===== src/rtl/dmem_sram_bridge_pkg.sv =====
// Shared encodings for the data-side SRAM bridge: FSM states, access sizes and
// the kseg0/kseg1 window test also used by the instruction-side bridge.
package dmem_sram_bridge_pkg;

  typedef enum logic [1:0] {
    ST_IDLE = 2'd0,
    ST_ADDR = 2'd1,
    ST_DATA = 2'd2,
    ST_DONE = 2'd3
  } state_e;

  localparam logic [1:0] SIZE_BYTE = 2'd0;
  localparam logic [1:0] SIZE_HALF = 2'd1;
  localparam logic [1:0] SIZE_WORD = 2'd2;

  // kseg0 (100) and kseg1 (101) share the top two address bits 2'b10.
  function automatic logic is_kseg01(input logic [1:0] i_top2);
    return i_top2 == 2'b10;
  endfunction

endpackage


===== src/rtl/dmem_sram_bridge_kseg_addr_map.sv =====
// Combinational virtual-to-physical mapping: kseg0/kseg1 lose their top 3 bits
// when MAP_KSEG is set, every other address passes through unchanged.
module kseg_addr_map
  import dmem_sram_bridge_pkg::*;
#(
  parameter int ADDR_W   = 32,
  parameter bit MAP_KSEG = 1'b1
) (
  input  logic [ADDR_W-1:0] i_vaddr,
  output logic [ADDR_W-1:0] o_paddr
);

  logic w_hit;

  assign w_hit   = MAP_KSEG && is_kseg01(i_vaddr[ADDR_W-1 -: 2]);
  assign o_paddr = w_hit ? {3'b000, i_vaddr[ADDR_W-4:0]} : i_vaddr;

endmodule


===== src/rtl/dmem_sram_bridge.sv =====
// MEM-stage to SRAM-like bus bridge: one bus transaction per memory instruction,
// pipeline stalled from issue to data_ok (2 cycles minimum), load word held until the pipeline advances.
module dmem_sram_bridge
  import dmem_sram_bridge_pkg::*;
#(
  parameter int ADDR_W   = 32,
  parameter int DATA_W   = 32,
  parameter bit MAP_KSEG = 1'b1
) (
  input  logic              clk,
  input  logic              rst,
  input  logic              mem_en_i,
  input  logic              mem_we_i,
  input  logic [3:0]        mem_sel_i,
  input  logic [1:0]        mem_size_i,
  input  logic [ADDR_W-1:0] mem_addr_i,
  input  logic [DATA_W-1:0] mem_wdata_i,
  input  logic              mem_except_i,
  input  logic              flush_i,
  input  logic              other_stall_i,
  output logic [DATA_W-1:0] mem_rdata_o,
  output logic              stallreq_o,
  output logic              data_req_o,
  output logic              data_wr_o,
  output logic [1:0]        data_size_o,
  output logic [3:0]        data_wstrb_o,
  output logic [ADDR_W-1:0] data_addr_o,
  output logic [DATA_W-1:0] data_wdata_o,
  input  logic              data_addr_ok_i,
  input  logic              data_data_ok_i,
  input  logic [DATA_W-1:0] data_rdata_i
);

  state_e             r_state;
  logic               r_wr;
  logic [1:0]         r_size;
  logic [3:0]         r_wstrb;
  logic [ADDR_W-1:0]  r_addr;
  logic [DATA_W-1:0]  r_wdata;
  logic [DATA_W-1:0]  r_rdata;
  logic               r_drop;

  logic               w_start;
  logic               w_drop_now;
  logic [ADDR_W-1:0]  w_paddr;

  assign w_start    = mem_en_i & ~mem_except_i & ~flush_i;
  assign w_drop_now = r_drop | flush_i;

  kseg_addr_map #(
    .ADDR_W   (ADDR_W),
    .MAP_KSEG (MAP_KSEG)
  ) u_kseg_addr_map (
    .i_vaddr (mem_addr_i),
    .o_paddr (w_paddr)
  );

  // The first request cycle comes straight from the MEM stage; later cycles replay the latched copy.
  always_comb begin
    data_req_o   = 1'b0;
    stallreq_o   = 1'b0;
    data_wr_o    = r_wr;
    data_size_o  = r_size;
    data_wstrb_o = r_wstrb;
    data_addr_o  = r_addr;
    data_wdata_o = r_wdata;
    case (r_state)
      ST_IDLE: begin
        data_req_o   = w_start;
        stallreq_o   = w_start;
        data_wr_o    = w_start ? mem_we_i    : 1'b0;
        data_size_o  = w_start ? mem_size_i  : 2'd0;
        data_wstrb_o = w_start ? mem_sel_i   : 4'd0;
        data_addr_o  = w_start ? w_paddr     : '0;
        data_wdata_o = w_start ? mem_wdata_i : '0;
      end
      ST_ADDR: begin
        data_req_o = 1'b1;
        stallreq_o = 1'b1;
      end
      ST_DATA: begin
        stallreq_o = 1'b1;
      end
      default: begin
      end
    endcase
  end

  assign mem_rdata_o = r_rdata;

  always_ff @(posedge clk or negedge rst) begin
    if (!rst) begin
      r_state <= ST_IDLE;
      r_wr    <= 1'b0;
      r_size  <= 2'd0;
      r_wstrb <= 4'd0;
      r_addr  <= '0;
      r_wdata <= '0;
      r_rdata <= '0;
      r_drop  <= 1'b0;
    end else begin
      case (r_state)
        ST_IDLE: begin
          if (w_start) begin
            r_wr    <= mem_we_i;
            r_size  <= mem_size_i;
            r_wstrb <= mem_sel_i;
            r_addr  <= w_paddr;
            r_wdata <= mem_wdata_i;
            r_drop  <= 1'b0;
            r_state <= data_addr_ok_i ? ST_DATA : ST_ADDR;
          end
        end
        ST_ADDR: begin
          if (flush_i)        r_drop  <= 1'b1;
          if (data_addr_ok_i) r_state <= ST_DATA;
        end
        ST_DATA: begin
          // A flushed access still has to drain its data_ok, but its result is discarded.
          if (data_data_ok_i) begin
            if (!w_drop_now && !r_wr) r_rdata <= data_rdata_i;
            r_drop  <= 1'b0;
            r_state <= w_drop_now ? ST_IDLE : ST_DONE;
          end else if (flush_i) begin
            r_drop <= 1'b1;
          end
        end
        ST_DONE: begin
          if (flush_i || !other_stall_i) r_state <= ST_IDLE;
        end
        default: r_state <= ST_IDLE;
      endcase
    end
  end

endmodule


===== config.mk =====
export PLATFORM = sky130hd
export DESIGN_NAME = dmem_sram_bridge
export DESIGN_NICKNAME = d
export VERILOG_FILES = /design/src/rtl/dmem_sram_bridge_pkg.sv /design/src/rtl/dmem_sram_bridge_kseg_addr_map.sv /design/src/rtl/dmem_sram_bridge.sv
export SDC_FILE = /design/constraint.sdc
export NUM_CORES = 1
export LEC_CHECK = 0
export ABC_AREA = 1
export CORE_ASPECT_RATIO = 0.9
export CORE_MARGIN = 4
export CORE_UTILIZATION = 44
export CTS_BUF_LIST = sky130_fd_sc_hd__clkbuf_8
export DETAILED_ROUTE_END_ITERATION = 8
export PLACE_DENSITY = 0.83
export SLEW_MARGIN = 20
export SYNTH_ARGS = -nofsm -noshare
export SYNTH_HDL_FRONTEND = slang
export SYNTH_SLANG_ARGS = --single-unit

===== constraint.sdc =====
create_clock -name clk -period 2.7 [get_ports clk]
set_clock_uncertainty 0.2 [all_clocks]
set_input_delay 0.54 -clock clk [delete_from_list [all_inputs] [get_ports clk]]
set_output_delay 0.54 -clock clk [all_outputs]
set_load 0.02 [all_outputs]

==> results <==
synth_stat cells:
cell type / number / area [µm²]
o21ai_0: 158 / 790.8
inv_1: 116 / 435.4
dfrtp_1: 106 / 2653
nand2_1: 95 / 356.6
nand2_2: 26 / 162.7
clkbuf_1: 18 / 67.56
o21ai_1: 17 / 85.08
ha_1: 8 / 100.1
nand3_1: 6 / 30.03
buf_12: 4 / 80.08
buf_8: 4 / 60.06
nor2_1: 3 / 11.26
nand4_4: 2 / 42.54
a21boi_0: 1 / 7.510
a21oi_1: 1 / 5.000
buf_2: 1 / 5.000
buf_6: 1 / 11.26
clkbuf_2: 1 / 5.000
inv_4: 1 / 6.260
nor2_2: 1 / 6.260
power by group through the flow:
| stage | clock (mW) | sequential, mW | combinational [mW] |
|---|---|---|---|
| after global routing | 0.999 | 2.71 | 4.70 |
| after detailed placement | 0 | 2.66 | 4.68 |
| after CTS | 0.938 | 2.64 | 4.40 |
| final | 0.900 | 2.63 | 4.29 |
| after global placement | 0 | 2.61 | 4.56 |
| after floorplan | 0 | 2.86 | 2.13 |
worst paths after layout:
path | start | endpoint | slack, ns
min reg2reg | mem_rdata_o[20] | mem_rdata_o[20] | 0.29
max reg2reg | r_state[0] | mem_rdata_o[1] | 0.83
max | mem_except_i | data_addr_o[24] | 0.02
min in group asynchronous | rst | mem_rdata_o[22] | 0.47
min | mem_rdata_o[20] | mem_rdata_o[20] | 0.29
max in group asynchronous | rst | r_addr[7] | 1.06
what timing repair did:
action / CTS / global route
setup endpoints to repair: 72 / 68
pin swaps: 1 / 1
buffers inserted: 1 / 0
endpoints found under the hold margin: 35 / 0
gates resized for setup: 327 / 59
hold buffers: 1 / 0
gates cloned: 3 / 0
per-layer routing:
metal	global-route usage	routed length (µm)
met5	0	0
met4	0.08013	236
met3	0.08839	1286
met2	0.4040	7519
met1	0.2547	5529
sequential cells by signal, summed over array words and instances (netlist names):
signal / flops
r_addr: 32
r_wr: 1
r_size: 2
mem_rdata_o: 32
r_drop: 1
r_wdata: 32
r_wstrb: 4
r_state: 2
cell type report:
| type | instances | area [µm²] | share of cell area |
|---|---|---|---|
| well taps | 152 | 190.2 | 0.02609 |
| diodes | 1 | 2.502 | 0.0003433 |
| multi-input cells | 318 | 1632 | 0.2238 |
| flip-flops and latches | 106 | 2653 | 0.3639 |
| inverters | 117 | 451.7 | 0.06196 |
| clock buffers | 11 | 151.4 | 0.02077 |
| repair buffers | 243 | 2180 | 0.2990 |
| clock inverters | 5 | 30.03 | 0.004119 |
logic make-up after synthesis:
| family | after synthesis | share of synthesized area |
|---|---|---|
| AOI/OAI and AO/OA | 177 | 0.1805 |
| adders and majority gates | 8 | 0.02034 |
| buffers and inverters | 146 | 0.1363 |
| DFF | 106 | 0.5390 |
| and+or+nand+nor | 133 | 0.1238 |
through the flow:
| step | area [µm²] | power (mW) | setup TNS, ns | hold slack, ns |
|---|---|---|---|---|
| after floorplan | 4921 | 4.996 | 0 | 0.04441 |
| after global placement | 7239 | 7.169 | -25.86 | 0.2644 |
| after detailed placement | 7239 | 7.338 | -28.53 | 0.2748 |
| after CTS | 7402 | 7.972 | -0.1304 | 0.2954 |
| after global routing | 7287 | 8.400 | -0.1648 | 0.3202 |
| final | 7289 | 7.823 | 0 | 0.2948 |
worst max-delay path: cells and delay by family:
| kind | cells | cell delay (ns) |
|---|---|---|
| AOI/OAI and AO/OA | 1 | 0.08 |
| buffers and inverters | 6 | 1.13 |
| and+or+nand+nor | 2 | 0.18 |
==> results.rst <==
.. list-table::
   :header-rows: 1

   * - Metric
     - Value
   * - Longest Clk Path Bufs
     - 2
   * - GRT overflow
     - 0
   * - Ratio of final minimum period to clock period
     - 0.9940
   * - Critical path type
     - primary input to output pin
   * - Sequential cell fraction of total power
     - 0.336
   * - Core occupancy in the finished layout
     - 0.6687
   * - Routed vias/inst
     - 4.811
   * - Deepest level of the CTS H-tree
     - 3
   * - Placed Instances
     - 931
   * - Pwr dens
     - ~1100 nW/µm²
   * - Smallest setup slack after layout
     - ~0.016 ns
   * - Register clock-pin slew on the reported worst setup and hold paths
     - 0.10 ns
   * - Half-perimeter wire length after placement
     - approximately 10000 µm
   * - Number of different library cells in the post-synthesis netlist
     - 20
   * - Vias in the first global route
     - 4747
   * - Post-synthesis cell count
     - 570
   * - CP Data Required Time
     - slightly below 2 ns
   * - Most common cell after layout, fill and taps aside
     - o21ai_0
   * - Number of pins exceeding their max-slew limit in the final report
     - 0
   * - P&R area growth vs syn
     - 48.13%
   * - DP Worst Slack
     - -0.4955 ns
   * - Power spent charging and discharging nets
     - 3.448 mW
   * - Worst-case headroom to the max-slew limit
     - 0.6547
   * - Setup repair after global routing missed its margin
     - yes
   * - Post-synthesis sequential area ratio
     - 0.5390
   * - Data arrival time of the worst path
     - 1.94 ns
   * - Crit-path most repeated cell
     - buf_4
   * - Maximum ir drop on the vdd rail
     - around 0.71 mV
   * - Width of the chip
     - approximately 120 µm
   * - Clk network pwr share
     - 0.115
   * - Status
     - completed
   * - Minimum clock period after layout
     - 2.684 ns
   * - Layout Nets
     - 914
   * - Number of buffers created by CTS
     - 9
   * - Tightest Hold Check Type
     - flip-flop to flip-flop
   * - Logic pwr share
     - 0.549
   * - Final-report setup violation count
     - 0
   * - Die extent in y
     - approximately 110 µm
   * - Count of warnings emitted by yosys
     - 0
   * - Starting density of the core
     - 0.4514
   * - Largest net degree at the start of global routing
     - 65
   * - Number of synthesized register bits
     - 106
   * - Number of design rule violations left after detail routing
     - 0
   * - Number of antenna violations at the first check in global routing
     - 1
   * - Count of antenna-violating nets left after detailed routing
     - 0
   * - Fill cells
     - 911
   * - Final number of hold-violating endpoints
     - 0
   * - Switching fraction of total power
     - 0.4407
   * - Non-filler cells, final
     - approximately 950
   * - Max Cap Violations
     - 0
   * - Depth of the worst register-to-register path
     - 7
   * - Design internal power
     - 4.375 mW
   * - TritonCTS clock tree
     - built
   * - Count of TritonRoute iterations in the first routing pass
     - 4
   * - Commonest non-fill, non-tap cells in the layout
     - 152 x o21ai_0, 139 x clkdlybuf4s50_1, 113 x inv_1
   * - Worst-path maximum fanout
     - 11
   * - Series of cell instances along the critical path
     - clkdlybuf4s50_1 > inv_2 > nand4_4 > clkinv_8 > buf_8 > buf_4 > nand2_1 > o21ai_0 > buf_4
   * - Average wire per standard cell
     - roughly 15 µm
   * - Synthesized area per cell
     - ~8.6 µm²
   * - Clock latency on the worst-skew pair
     - between 0.3 and 0.4 ns
   * - Endpoint type of the worst setup path
     - output pin
   * - Area of the mapped netlist
     - 4921 µm²
   * - Fraction of final layout cells with drive strength greater than 1
     - 0.1938
   * - Number of instances on the worst hold path
     - 2
   * - Overall Global Routing Usage
     - 0.2290
   * - Max Clock Freq
     - ~0.37 GHz
   * - Floorplan Core Area
     - 10900 µm²
   * - Placement row count
     - 36
   * - DR vias
     - between 4000 and 5000
   * - Master of the slowest instance on the critical path
     - clkdlybuf4s50_1
   * - Clock Tree Root
     - clkbuf_8
   * - WL final
     - 14570 µm
   * - Leakage
     - 3.626 nW
   * - Transition time at the pin with the least slew margin
     - roughly 0.52 ns
   * - TritonCTS Sinks
     - between 100 and 150
   * - PortBufs
     - between 200 and 250
   * - Area of the die
     - between 10000 and 15000 µm²
   * - Worst setup SP type
     - primary input
   * - Final Wtd Congestion
     - 0.9023
   * - Worst path max stage delay
     - 0.48 ns
   * - Wire length of the first global-routing pass
     - between 20000 and 25000 µm
   * - Violation count after the first detailed-route iteration
     - 289
   * - Mapped Nets
     - 689
   * - Number of top-level pins
     - around 220
Power figures use the tool's default switching activity.
